### src/rtl/serial_sub_pkg.sv
// Shared types for the bit-serial subtractor: FSM state encoding and
// counter sizing helper.
package serial_sub_pkg;

  typedef enum logic [1:0] {
    ST_IDLE  = 2'd0,
    ST_SHIFT = 2'd1,
    ST_DONE  = 2'd2
  } state_t;

  // Bit counter needs $clog2(WIDTH) bits, but never fewer than one.
  function automatic int cnt_w(input int width);
    return (width <= 1) ? 1 : $clog2(width);
  endfunction

endpackage

### src/rtl/serial_sub_fullsub.sv
// One-bit subtractor cells: halfsub (a - b) and fullsub_cell, which chains
// two half-subtractors to fold in an incoming borrow.
module halfsub (
  input  logic i_a,
  input  logic i_b,
  output logic o_d,
  output logic o_bor
);
  assign o_d   = i_a ^ i_b;
  assign o_bor = ~i_a & i_b;
endmodule

module fullsub_cell (
  input  logic i_a,
  input  logic i_b,
  input  logic i_bin,
  output logic o_d,
  output logic o_bout
);
  logic w_d1, w_b1, w_b2;

  halfsub u_hs0 (.i_a(i_a),  .i_b(i_b),   .o_d(w_d1), .o_bor(w_b1));
  halfsub u_hs1 (.i_a(w_d1), .i_b(i_bin), .o_d(o_d),  .o_bor(w_b2));

  // At most one stage can borrow, so OR merges them.
  assign o_bout = w_b1 | w_b2;
endmodule

### src/rtl/serial_sub.sv
// Bit-serial WIDTH-bit subtractor: A - B, LSB first, one fullsub_cell and a
// borrow flop, framed by a Start/Busy/Done handshake.
module serial_sub
  import serial_sub_pkg::*;
#(
  parameter int WIDTH = 8
) (
  input  logic             i_clk,
  input  logic             i_rst,
  input  logic             i_start,
  input  logic [WIDTH-1:0] i_a,
  input  logic [WIDTH-1:0] i_b,
  output logic             o_busy,
  output logic             o_done,
  output logic [WIDTH-1:0] o_diff,
  output logic             o_bor
);
  localparam int            CW   = cnt_w(WIDTH);
  localparam logic [CW-1:0] LAST = CW'(WIDTH - 1);

  state_t           r_state;
  logic [CW-1:0]    r_cnt;
  logic [WIDTH-1:0] r_a, r_b, r_part;
  logic             r_bin;
  logic             w_d, w_bout;
  logic [WIDTH-1:0] w_part_next;

  fullsub_cell u_cell (
    .i_a   (r_a[0]),
    .i_b   (r_b[0]),
    .i_bin (r_bin),
    .o_d   (w_d),
    .o_bout(w_bout)
  );

  // Writing bit r_cnt directly lands each bit where MSB-shifting would end up.
  always_comb begin
    w_part_next        = r_part;
    w_part_next[r_cnt] = w_d;
  end

  always_ff @(posedge i_clk) begin
    if (i_rst) begin
      r_state <= ST_IDLE;
      r_cnt   <= '0;
      r_a     <= '0;
      r_b     <= '0;
      r_part  <= '0;
      r_bin   <= 1'b0;
      o_busy  <= 1'b0;
      o_done  <= 1'b0;
      o_diff  <= '0;
      o_bor   <= 1'b0;
    end else begin
      case (r_state)
        ST_IDLE: begin
          if (i_start) begin
            r_a     <= i_a;
            r_b     <= i_b;
            r_bin   <= 1'b0;
            r_cnt   <= '0;
            r_part  <= '0;
            o_busy  <= 1'b1;
            r_state <= ST_SHIFT;
          end
        end
        ST_SHIFT: begin
          r_a    <= r_a >> 1;
          r_b    <= r_b >> 1;
          r_bin  <= w_bout;
          r_part <= w_part_next;
          r_cnt  <= r_cnt + 1'b1;
          if (r_cnt == LAST) begin
            o_diff  <= w_part_next;
            o_bor   <= w_bout;
            o_done  <= 1'b1;
            r_state <= ST_DONE;
          end
        end
        ST_DONE: begin
          o_done  <= 1'b0;
          o_busy  <= 1'b0;
          r_state <= ST_IDLE;
        end
        default: r_state <= ST_IDLE;
      endcase
    end
  end

endmodule

### config.mk
export PLATFORM = sky130hd
export DESIGN_NAME = serial_sub
export DESIGN_NICKNAME = d
export VERILOG_FILES = /design/src/rtl/serial_sub_pkg.sv /design/src/rtl/serial_sub_fullsub.sv /design/src/rtl/serial_sub.sv
export SDC_FILE = /design/constraint.sdc
export NUM_CORES = 1
export LEC_CHECK = 0
export ABC_AREA = 1
export ABC_CLOCK_PERIOD_IN_PS = 1900
export CAP_MARGIN = 15
export CORE_MARGIN = 2
export CORE_UTILIZATION = 45
export DETAILED_ROUTE_END_ITERATION = 7
export GPL_TIMING_DRIVEN = 0
export MAX_ROUTING_LAYER = met4
export PLACE_DENSITY = 0.74
export SLEW_MARGIN = 15
export SYNTH_ARGS = -nofsm -noshare
export SYNTH_HDL_FRONTEND = slang
export SYNTH_HIERARCHICAL = 1
export SYNTH_SLANG_ARGS = --single-unit
### constraint.sdc
create_clock -name i_clk -period 1.9 [get_ports i_clk]
set_input_delay 0.285 -clock i_clk [delete_from_list [all_inputs] [get_ports i_clk]]
set_output_delay 0.285 -clock i_clk [all_outputs]
set_load 0.005 [all_outputs]
After elaboration in Yosys (flattened, before gate mapping)
Cells that the tools add are included.

operators by class
  add/subtract/negate cells = 1
  $lt $le $gt $ge = 2
  equal/unequal tests = 5
  multiplexer cells = 20
  bitwise logic cells = 7
  reduce and logical (&&, ||, !) cells = 10

operators with widths
  kind                                                        number
  case mux 8 bit (2 select lines)                             3
  2-to-1 mux 8 bit                                            3
  AND reduction 2 bit                                         5
  bitwise mux 8 bit                                           1
  case mux 1 bit (2 select lines)                             3
  case mux 3 bit (2 select lines)                             1
  nonzero test 2 bit                                          3
  less-than comparator 3 x 4 -> 1 bit, second input constant  1
  2-to-1 mux 1 bit                                            4
  2-to-1 mux 2 bit                                            2
  != test 2 bit, second input constant                        2
  case mux 2 bit (2 select lines)                             1
  adder 3 x 1 -> 3 bit, second input constant                 1
  demux 1 bit (select 3 bit)                                  1
  == test 3 bit, second input constant                        1
  >= comparator 3 x 1 -> 1 bit, second input constant         1
  2-to-1 mux 3 bit                                            1
  AND 1 bit                                                   2
  == test 2 x 1 -> 1 bit, second input constant               1
  == test 2 bit, second input constant                        1
  logical NOT 2 bit                                           1
  NOT 1 bit                                                   2
  bitwise XOR 1 bit                                           2
  logical AND 1 bit                                           1
  OR 1 bit                                                    1

word-level totals
  register bits = 41
  bits of input ports = 19
  output and inout port bits = 11

Logic depth before layout (Yosys ltp)
Gate-level depths: netlist (run 1).

  word-level depth = 6
  gate-level depth with buffers = 12
  depth with buffers taken out = 12

Modules after synthesis
The synthesis (run 1) kept the hierarchy.

modules (own cells, without submodules)
  module        times used  cells each  area each (um^2)
  serial_sub    1           298         1,980.6
  halfsub       2           3           20.0
  fullsub_cell  1           3           11.3

Least setup slack after synthesis (run 1)
OpenSTA, ideal clock, no wires.

  kind = reg2reg
  from = register r_a[0]
  to = register r_part[2]
  data arrival time = 1.481 ns
  slack = 0.348 ns
  stages on the path, launching flop included = 11
  path buffers = 0
  clock period less this slack = 1.552 ns
  cells stage by stage = dfxtp_1 -> inv_1 -> ha_1 -> inv_1 -> inv_1 -> ha_1 -> inv_1 -> clkinv_1 -> nand4_1 -> nand3_1 -> a21oi_1

between the ends
  word-level cells in the longest chain between the ends = 4

RTL lines
  element                          line                      source
  from (decl)                      serial_sub.sv:23          logic [WIDTH-1:0] r_a, r_b, r_part;
  from (signal assigned)           serial_sub.sv:58          r_a <= i_a;
  from (signal assigned)           serial_sub.sv:68          r_a <= r_a >> 1;
  bitwise XOR 1 bit                serial_sub_fullsub.sv:9   assign o_d = i_a ^ i_b;
  named net u_cell.w_d1            serial_sub_fullsub.sv:20  logic w_d1, w_b1, w_b2;
  bitwise XOR 1 bit                serial_sub_fullsub.sv:9
  named net w_d                    serial_sub.sv:25          logic w_d, w_bout;
  bitwise mux 8 bit                serial_sub.sv:39          w_part_next[r_cnt] = w_d;
  case mux 8 bit (2 select lines)  serial_sub.sv:55          case (r_state)
  to (signal assigned)             serial_sub.sv:71          r_part <= w_part_next;
  to (decl)                        serial_sub.sv:23

The timed path passes the listed nets, and every way through them passes these cells.
A chain may end at the register's enable or synchronous reset.

Worst setup path in the final report (run 1)
  from = register r_a[0]
  to = register r_part[6]

Same word-level chain as after synthesis.

==> results of run 1 <==
## cell type report
| class | count | area [um^2] | area share |
|---|---|---|---|
| Tap cell | 52 | 65.1 | 0.0259 |
| Sequential cell | 41 | 821 | 0.327 |
| Inverter | 60 | 234 | 0.0933 |
| Buffer | 14 | 83.8 | 0.0334 |
| Timing Repair Buffer | 29 | 290 | 0.116 |
| Clock buffer | 7 | 86.3 | 0.0344 |
| Clock inverter | 1 | 30.0 | 0.0120 |
| Multi-Input combinational cell | 192 | 897 | 0.358 |
## flip-flops by register name, summed over array words and instances, names as in the netlist
| signal | cells |
|---|---|
| o_diff | 8 |
| r_a | 8 |
| r_b | 8 |
| r_part | 8 |
| r_cnt | 3 |
| r_state | 2 |
| o_bor | 1 |
| o_busy | 1 |
| o_done | 1 |
| r_bin | 1 |
## synth_stat cells
master,count
inv_4,2
inv_2,1
o21a_1,7
nand2_4,2
clkbuf_1,4
buf_4,5
o21ai_1,2
dfxtp_1,41
nand4_1,6
nor2_4,1
clkinv_1,1
nand3_1,30
nor2_1,9
buf_6,1
nand2_1,101
buf_2,4
o21ai_0,1
a21oi_1,29
inv_1,56
ha_1,4
## metrics by stage
step	total power, mW	hold slack, ps
floorplan	1.12	433
global placement	1.20	449
detailed placement	1.21	451
CTS	1.93	464
global route	2.03	484
finish	1.92	463
## metal layers
layer	share of wire	vias to the layer above
li1	-	1017
met1	0.48	796
met2	0.47	44
met3	0.047	4
met4	0.0057	0
met5	0	-
## kinds of logic (layout without fill, tap and decap cells)
group,after synthesis,after routing,synth area share
simple gates,149,149,0.312
buf+inv,74,111,0.155
flops,41,41,0.404
compound gates,39,39,0.105
fa+ha+maj,4,4,0.0246
## critical path, cell delays in order (launching register included)
cell and delay, ps:
dfxtp_1 330, inv_1 50, ha_1 280, inv_1 50, inv_1 40, ha_1 280
inv_1 100, clkinvlp_4 180, nand4_1 150, nand3_1 90, a21oi_1 120
## worst max-delay path by stage
| stage | end | slack [ps] | cells past startpoint |
|---|---|---|---|
| CTS | r_part[2] | 160 | 10 |
| finish | r_part[6] | 170 | 10 |
| global placement | r_part[2] | 180 | 10 |
| global route | r_part[3] | 7 | 10 |
| detailed placement | r_part[2] | 180 | 10 |
| floorplan | r_part[2] | 350 | 10 |
## power by group through the flow
stage                     Clock, mW  Combinational (mW)  Sequential, mW
after floorplan                   0               0.187           0.932
after global placement            0               0.269           0.934
after detailed placement          0               0.273           0.935
after CTS                     0.745               0.275           0.915
after global routing          0.796               0.315           0.919
final                         0.725               0.277           0.915
==> tab_implementation.tex, run 1 <==
\begin{tabular}{lr}
\hline
Metric & Value \\
\hline
\multicolumn{2}{l}{\textbf{Power}} \\
\quad Sequential group share of total power & 0.477 \\
\quad Maximum resistive drop on vdd & 436 uV \\
\quad P\_leak & 1.15 nW \\
\quad Power Dens Cells & 765 mW/mm\^{}2 \\
\quad Part of the power in the clock network & 0.378 \\
\quad Switching Power & 479 uW \\
\quad Int Pwr & 1.44 mW \\
\quad Combinational cell fraction of total power & 0.145 \\
\quad Share of total power consumed by net switching & 0.250 \\
\multicolumn{2}{l}{\textbf{Setup path}} \\
\quad Arrival time worst endpoint & 1960 ps \\
\quad Slack of the worst reg-to-reg path & 170 ps \\
\quad Crit path required time & 2130 ps \\
\quad Reg-to-Reg End & r\_part[6] \\
\quad Register-to-Register Path Depth & 10 \\
\quad Type of the worst setup path & reg -> reg \\
\quad Worst Setup Start Kind & flop \\
\quad Crit end category & flop \\
\quad Launch point of the worst path & r\_a[0] \\
\quad Max FO, Critical Path & 9 \\
\quad Origin of the critical flop-to-flop path & r\_a[0] \\
\multicolumn{2}{l}{\textbf{Cells and area}} \\
\quad P\&R area growth vs syn & 23.4\% \\
\quad Commonest cells after routing, fill and taps aside & nand2\_1, inv\_1, dfxtp\_1 \\
\quad Final-stage net count & 366 \\
\quad Core Util, Final & 0.576 \\
\quad Count of filler cells inserted in the layout & 420 \\
\quad Fraction of layout instances using a drive strength above 1 & 0.0698 \\
\quad Most common library cell in the layout ignoring fill and taps & nand2\_1 \\
\quad Final design instance area without fill & 0.00251 mm\^{}2 \\
\quad Final antenna diode count & 0 \\
\quad Post-route insts no fill & 396 \\
\multicolumn{2}{l}{\textbf{Clocking}} \\
\quad Resize count post-CTS & 0 \\
\quad Number of buffers created by CTS & 5 \\
\quad Clock-pin slew on the worst setup and hold paths & 80 ps \\
\quad Hold-fix buffers, CTS & 0 \\
\quad CTS H-tree depth & 2 \\
\quad Root Buffer & clkbuf\_8 \\
\quad Maximum root-to-sink buffer count & 2 \\
\quad CTS tree & done \\
\quad Buffers inserted during post-CTS setup optimization & 0 \\
\quad Clock sinks & 41 \\
\quad Worst skew pair latency & 300 ps \\
\multicolumn{2}{l}{\textbf{Global route}} \\
\quad GRT overflow & 0 \\
\quad Wire length of the first global-routing pass & 7.32 mm \\
\quad GR met3 Demand/Resource & 0.0513 \\
\quad Number of antenna violations at the first check in global routing & 0 \\
\quad Via count of the first global-routing pass & 1706 \\
\quad Met2 track demand over resource in global routing & 0.311 \\
\quad All-layer global routing usage & 0.186 \\
\quad Largest net degree at the start of global routing & 13 \\
\quad Most heavily used metal layer in global routing & met2 \\
\quad Met1 track demand over resource in global routing & 0.221 \\
\multicolumn{2}{l}{\textbf{Synth}} \\
\quad Number of different library cells in the post-synthesis netlist & 20 \\
\quad Mean Syn Cell Area & 6.62 um\^{}2 \\
\quad Cell types occupying the most area after synthesis & dfxtp\_1, nand2\_1, inv\_1 \\
\quad Syn Std Cell Area & 0.00203 mm\^{}2 \\
\quad Synthesis warning total & 6 \\
\quad Count of state elements after synthesis & 41 \\
\quad Top cell type's share of synthesized area & 0.404 \\
\quad Count of mapped cells out of synthesis & 307 \\
\quad Synthesized net count & 330 \\
\quad Top cell type by total area after synthesis & dfxtp\_1 \\
\quad Share of the yosys chip area belonging to registers & 0.404 \\
\multicolumn{2}{l}{\textbf{Floorplan}} \\
\quad Die Area & 0.00507 mm\^{}2 \\
\quad Die height & 71.2 um \\
\quad Floorplan die width & 71.2 um \\
\quad Starting density of the core & 0.467 \\
\quad \# rows & 24 \\
\quad Number of placed I/O pins & 30 \\
\quad Placeable core region & 0.00435 mm\^{}2 \\
\multicolumn{2}{l}{\textbf{Placed design}} \\
\quad Sum of net half-perimeters after detailed placement & 2.88 mm \\
\quad Placed instance area & 0.00239 mm\^{}2 \\
\quad Port Buffer Count & 29 \\
\quad Placed insts & 388 \\
\quad Last weighted congestion value of the routability-driven placer & 0.830 \\
\quad Worst slack, placed & 183 ps \\
\multicolumn{2}{l}{\textbf{Timing}} \\
\quad Post-route clock period utilization & 0.908 \\
\quad Tightest Pin Transition & 529 ps \\
\quad Final setup TNS & 0 ps \\
\quad Largest clock skew in the final design & 8.39 ps \\
\quad Final hold violation count & 0 \\
\quad Timing-limited maximum frequency & 580 MHz \\
\quad Min cycle time layout & 1730 ps \\
\quad Pins Over Slew Limit & 0 \\
\quad Setup repair after global routing missed its margin & false \\
\quad Remaining max-slew budget at the tightest pin & 0.647 \\
\quad Final worst slack & 175 ps \\
\quad Final number of setup-violating endpoints & 0 \\
\multicolumn{2}{l}{\textbf{Job}} \\
\quad Max-capacitance violation count & 0 \\
\multicolumn{2}{l}{\textbf{Routing}} \\
\quad Total Routed Length & 4.03 mm \\
\quad Via-to-Cell Ratio & 4.70 \\
\quad Routed vias & 1861 \\
\quad DR WL/cell & 10.2 um \\
\quad DRC viols & 0 \\
\quad Remaining antenna violation count after routing & 0 \\
\quad DR pass1 iterations & 5 \\
\quad Starting DRC count in detailed routing & 84 \\
\multicolumn{2}{l}{\textbf{Worst hold path}} \\
\quad Endpoint, Worst Hold & r\_b[7] \\
\quad Worst Hold Path Cells & 2 \\
\quad Min-Delay Path Class & reg -> reg \\
\quad Worst hold start & r\_b[7] \\
\multicolumn{2}{l}{\textbf{Status}} \\
\quad Outcome & completed \\
\hline
\end{tabular}
Note: power is estimated with default switching activity, not from simulation.
==> run 2, diff against run 1 <==
--- a/config.mk
+++ b/config.mk
@@ -14,6 +14,7 @@
 export GPL_TIMING_DRIVEN = 0
 export MAX_ROUTING_LAYER = met4
 export PLACE_DENSITY = 0.74
+export RECOVER_POWER = 25
 export SLEW_MARGIN = 15
 export SYNTH_ARGS = -nofsm -noshare
 export SYNTH_HDL_FRONTEND = slang
==> tab_implementation.tex, run 2 (synthesis gave the netlist of run 1 again) <==
\begin{tabular}{lr}
\hline
Metric & Value \\
\hline
\multicolumn{2}{l}{\textbf{Setup path}} \\
\quad Crit path required time & 2130 ps (about the same) \\
\quad Type of the worst setup path & reg -> reg \\
\quad Arrival time worst endpoint & 1950 ps (about the same) \\
\quad Launch point of the worst path & r\_a[0] \\
\quad Crit end category & flop \\
\quad Slack of the worst reg-to-reg path & 180 ps (about the same) \\
\quad Max FO, Critical Path & 9 (unchanged) \\
\quad Origin of the critical flop-to-flop path & r\_a[0] \\
\quad Worst Setup Start Kind & flop \\
\multicolumn{2}{l}{\textbf{Global route}} \\
\quad Met1 track demand over resource in global routing & 0.221 (unchanged) \\
\quad All-layer global routing usage & 0.186 (unchanged) \\
\quad Via count of the first global-routing pass & 1706 (unchanged) \\
\quad Wire length of the first global-routing pass & 7.32 mm (unchanged) \\
\quad Number of antenna violations at the first check in global routing & 0 (unchanged) \\
\quad GR met3 Demand/Resource & 0.0513 (unchanged) \\
\quad GRT overflow & 0 (unchanged) \\
\quad Most heavily used metal layer in global routing & met2 \\
\quad Largest net degree at the start of global routing & 13 (unchanged) \\
\quad Met2 track demand over resource in global routing & 0.311 (unchanged) \\
\multicolumn{2}{l}{\textbf{Timing}} \\
\quad Setup repair after global routing missed its margin & false \\
\quad Min cycle time layout & 1720 ps (-2.98 ps) \\
\quad Final number of setup-violating endpoints & 0 (unchanged) \\
\quad Timing-limited maximum frequency & 581 MHz (+0.17\%) \\
\quad Largest clock skew in the final design & 8.44 ps (+0.0475 ps) \\
\quad Worst hold slack & 463 ps (+0.00900 ps) \\
\quad Post-route clock period utilization & 0.906 (-0.00157) \\
\quad Remaining max-slew budget at the tightest pin & 0.648 (about the same) \\
\quad Final setup TNS & 0 ps (unchanged) \\
\quad Pins Over Slew Limit & 0 (unchanged) \\
\quad Final hold violation count & 0 (unchanged) \\
\quad Tightest Pin Transition & 528 ps (-0.764 ps) \\
\multicolumn{2}{l}{\textbf{Clocking}} \\
\quad Resize count post-CTS & 0 (unchanged) \\
\quad Number of buffers created by CTS & 5 (unchanged) \\
\quad Root Buffer & clkbuf\_8 \\
\quad Clock sinks & 41 (unchanged) \\
\quad Maximum root-to-sink buffer count & 2 (unchanged) \\
\quad CTS H-tree depth & 2 (unchanged) \\
\quad Hold-fix buffers, CTS & 0 (unchanged) \\
\quad Worst skew pair latency & 300 ps (about the same) \\
\quad Buffers inserted during post-CTS setup optimization & 0 (unchanged) \\
\quad Clock-pin slew on the worst setup and hold paths & 80 ps (about the same) \\
\quad CTS tree & done \\
\multicolumn{2}{l}{\textbf{Floorplan}} \\
\quad Die height & 71.2 um (unchanged) \\
\quad Floorplan die width & 71.2 um (unchanged) \\
\quad Die Area & 0.00507 mm\^{}2 (unchanged) \\
\quad Starting density of the core & 0.467 (unchanged) \\
\quad Number of placed I/O pins & 30 (unchanged) \\
\quad \# rows & 24 (unchanged) \\
\quad Placeable core region & 0.00435 mm\^{}2 (unchanged) \\
\multicolumn{2}{l}{\textbf{Status}} \\
\quad Outcome & completed \\
\multicolumn{2}{l}{\textbf{Cells and area}} \\
\quad Commonest cells after routing, fill and taps aside & nand2\_1, inv\_1, dfxtp\_1 \\
\quad Fraction of layout instances using a drive strength above 1 & 0.0581 (-0.0116) \\
\quad Final-stage net count & 366 (unchanged) \\
\quad P\&R area growth vs syn & 22.5\% \\
\quad Most common library cell in the layout ignoring fill and taps & nand2\_1 \\
\quad Final design instance area without fill & 0.00249 mm\^{}2 (-0.70\%) \\
\quad Final antenna diode count & 0 (unchanged) \\
\quad Post-route insts no fill & 396 (unchanged) \\
\multicolumn{2}{l}{\textbf{Placed design}} \\
\quad Placed insts & 388 (unchanged) \\
\quad Port Buffer Count & 29 (unchanged) \\
\quad Placed instance area & 0.00239 mm\^{}2 (unchanged) \\
\quad Last weighted congestion value of the routability-driven placer & 0.830 (unchanged) \\
\quad Sum of net half-perimeters after detailed placement & 2.88 mm (unchanged) \\
\multicolumn{2}{l}{\textbf{Job}} \\
\quad Max-capacitance violation count & 0 (unchanged) \\
\multicolumn{2}{l}{\textbf{Routing}} \\
\quad DRC viols & 0 (unchanged) \\
\quad DR pass1 iterations & 5 (unchanged) \\
\quad Starting DRC count in detailed routing & 93 (+11\%) \\
\quad Via-to-Cell Ratio & 4.70 (+0.11\%) \\
\quad Total Routed Length & 4.04 mm (about the same) \\
\quad Routed vias & 1863 (+0.11\%) \\
\quad Remaining antenna violation count after routing & 0 (unchanged) \\
\quad DR WL/cell & 10.2 um (about the same) \\
\multicolumn{2}{l}{\textbf{Power}} \\
\quad P\_leak & 1.15 nW (-0.24\%) \\
\quad Combinational cell fraction of total power & 0.142 (-0.003) \\
\quad Switching Power & 476 uW (-0.66\%) \\
\quad Sequential group share of total power & 0.478 (about the same) \\
\quad Maximum resistive drop on vdd & 435 uV (-0.26\%) \\
\quad Part of the power in the clock network & 0.379 (about the same) \\
\quad Int Pwr & 1.43 mW (-0.22\%) \\
\quad Share of total power consumed by net switching & 0.249 (-0.000817) \\
\quad Power Dens Cells & 767 mW/mm\^{}2 (+0.37\%) \\
\multicolumn{2}{l}{\textbf{Worst hold path}} \\
\quad Min-Delay Path Class & reg -> reg \\
\quad Worst hold start & r\_b[7] \\
\hline
\end{tabular}
## run 2: cell count changes in the layout (fill, tap and decap cells not counted)
cell | before | now
nand2_4 | 2 | 0
inv_4 | 2 | 1
clkdlybuf4s50_1 | 29 | 28
dlygate4sd3_1 | 0 | 1
nand2_1 | 101 | 103
inv_1 | 56 | 58
inv_2 | 1 | 0
## run 2: metal layers
metal	wire length, um	vias to the layer above	share of wire
li1	-	1015	-
met1	1930	797	0.48
met2	1890	47	0.47
met3	194	4	0.048
met4	23	0	0.0057
met5	0	-	0
## run 2: per-stage QoR
stage               worst slack [ps]  power (mW)  utilization
floorplan                        348        1.12            -
global placement                 184        1.20        0.548
detailed placement               183        1.21        0.548
CTS                              157        1.93        0.575
global route                    7.07        2.02        0.572
finish                           178        1.91        0.572
## run 2: path summary, 6_finish.rpt
check              end  cells after the start
max reg2reg  r_part[6]                     10
max          r_part[6]                     10
min             r_b[7]                      2
min reg2reg     r_b[7]                      2
## run 2: area by class of cell
type,instances,area (um^2)
clock inverters,1,30.0
inverters,60,231
repair buffers,29,290
plain buffers,14,83.8
clock buffers,7,86.3
fillers,423,1860
well taps,52,65.1
flip-flops and latches,41,821
multi-input cells,192,882
## run 2: critical path, stage by stage, from the launching register on
cell and delay [ps]:
dfxtp_1 330, inv_1 50, ha_1 270, inv_1 50
inv_1 40, ha_1 280, inv_1 100, clkinvlp_4 180
nand4_1 150, nand3_1 90, a21oi_1 120
## run 2: power by group through the flow
stage | clock, mW | combinational [mW] | sequential (mW)
floorplan | 0 | 0.187 | 0.932
global placement | 0 | 0.269 | 0.934
detailed placement | 0 | 0.273 | 0.935
CTS | 0.745 | 0.275 | 0.915
global route | 0.796 | 0.310 | 0.918
finish | 0.725 | 0.272 | 0.914
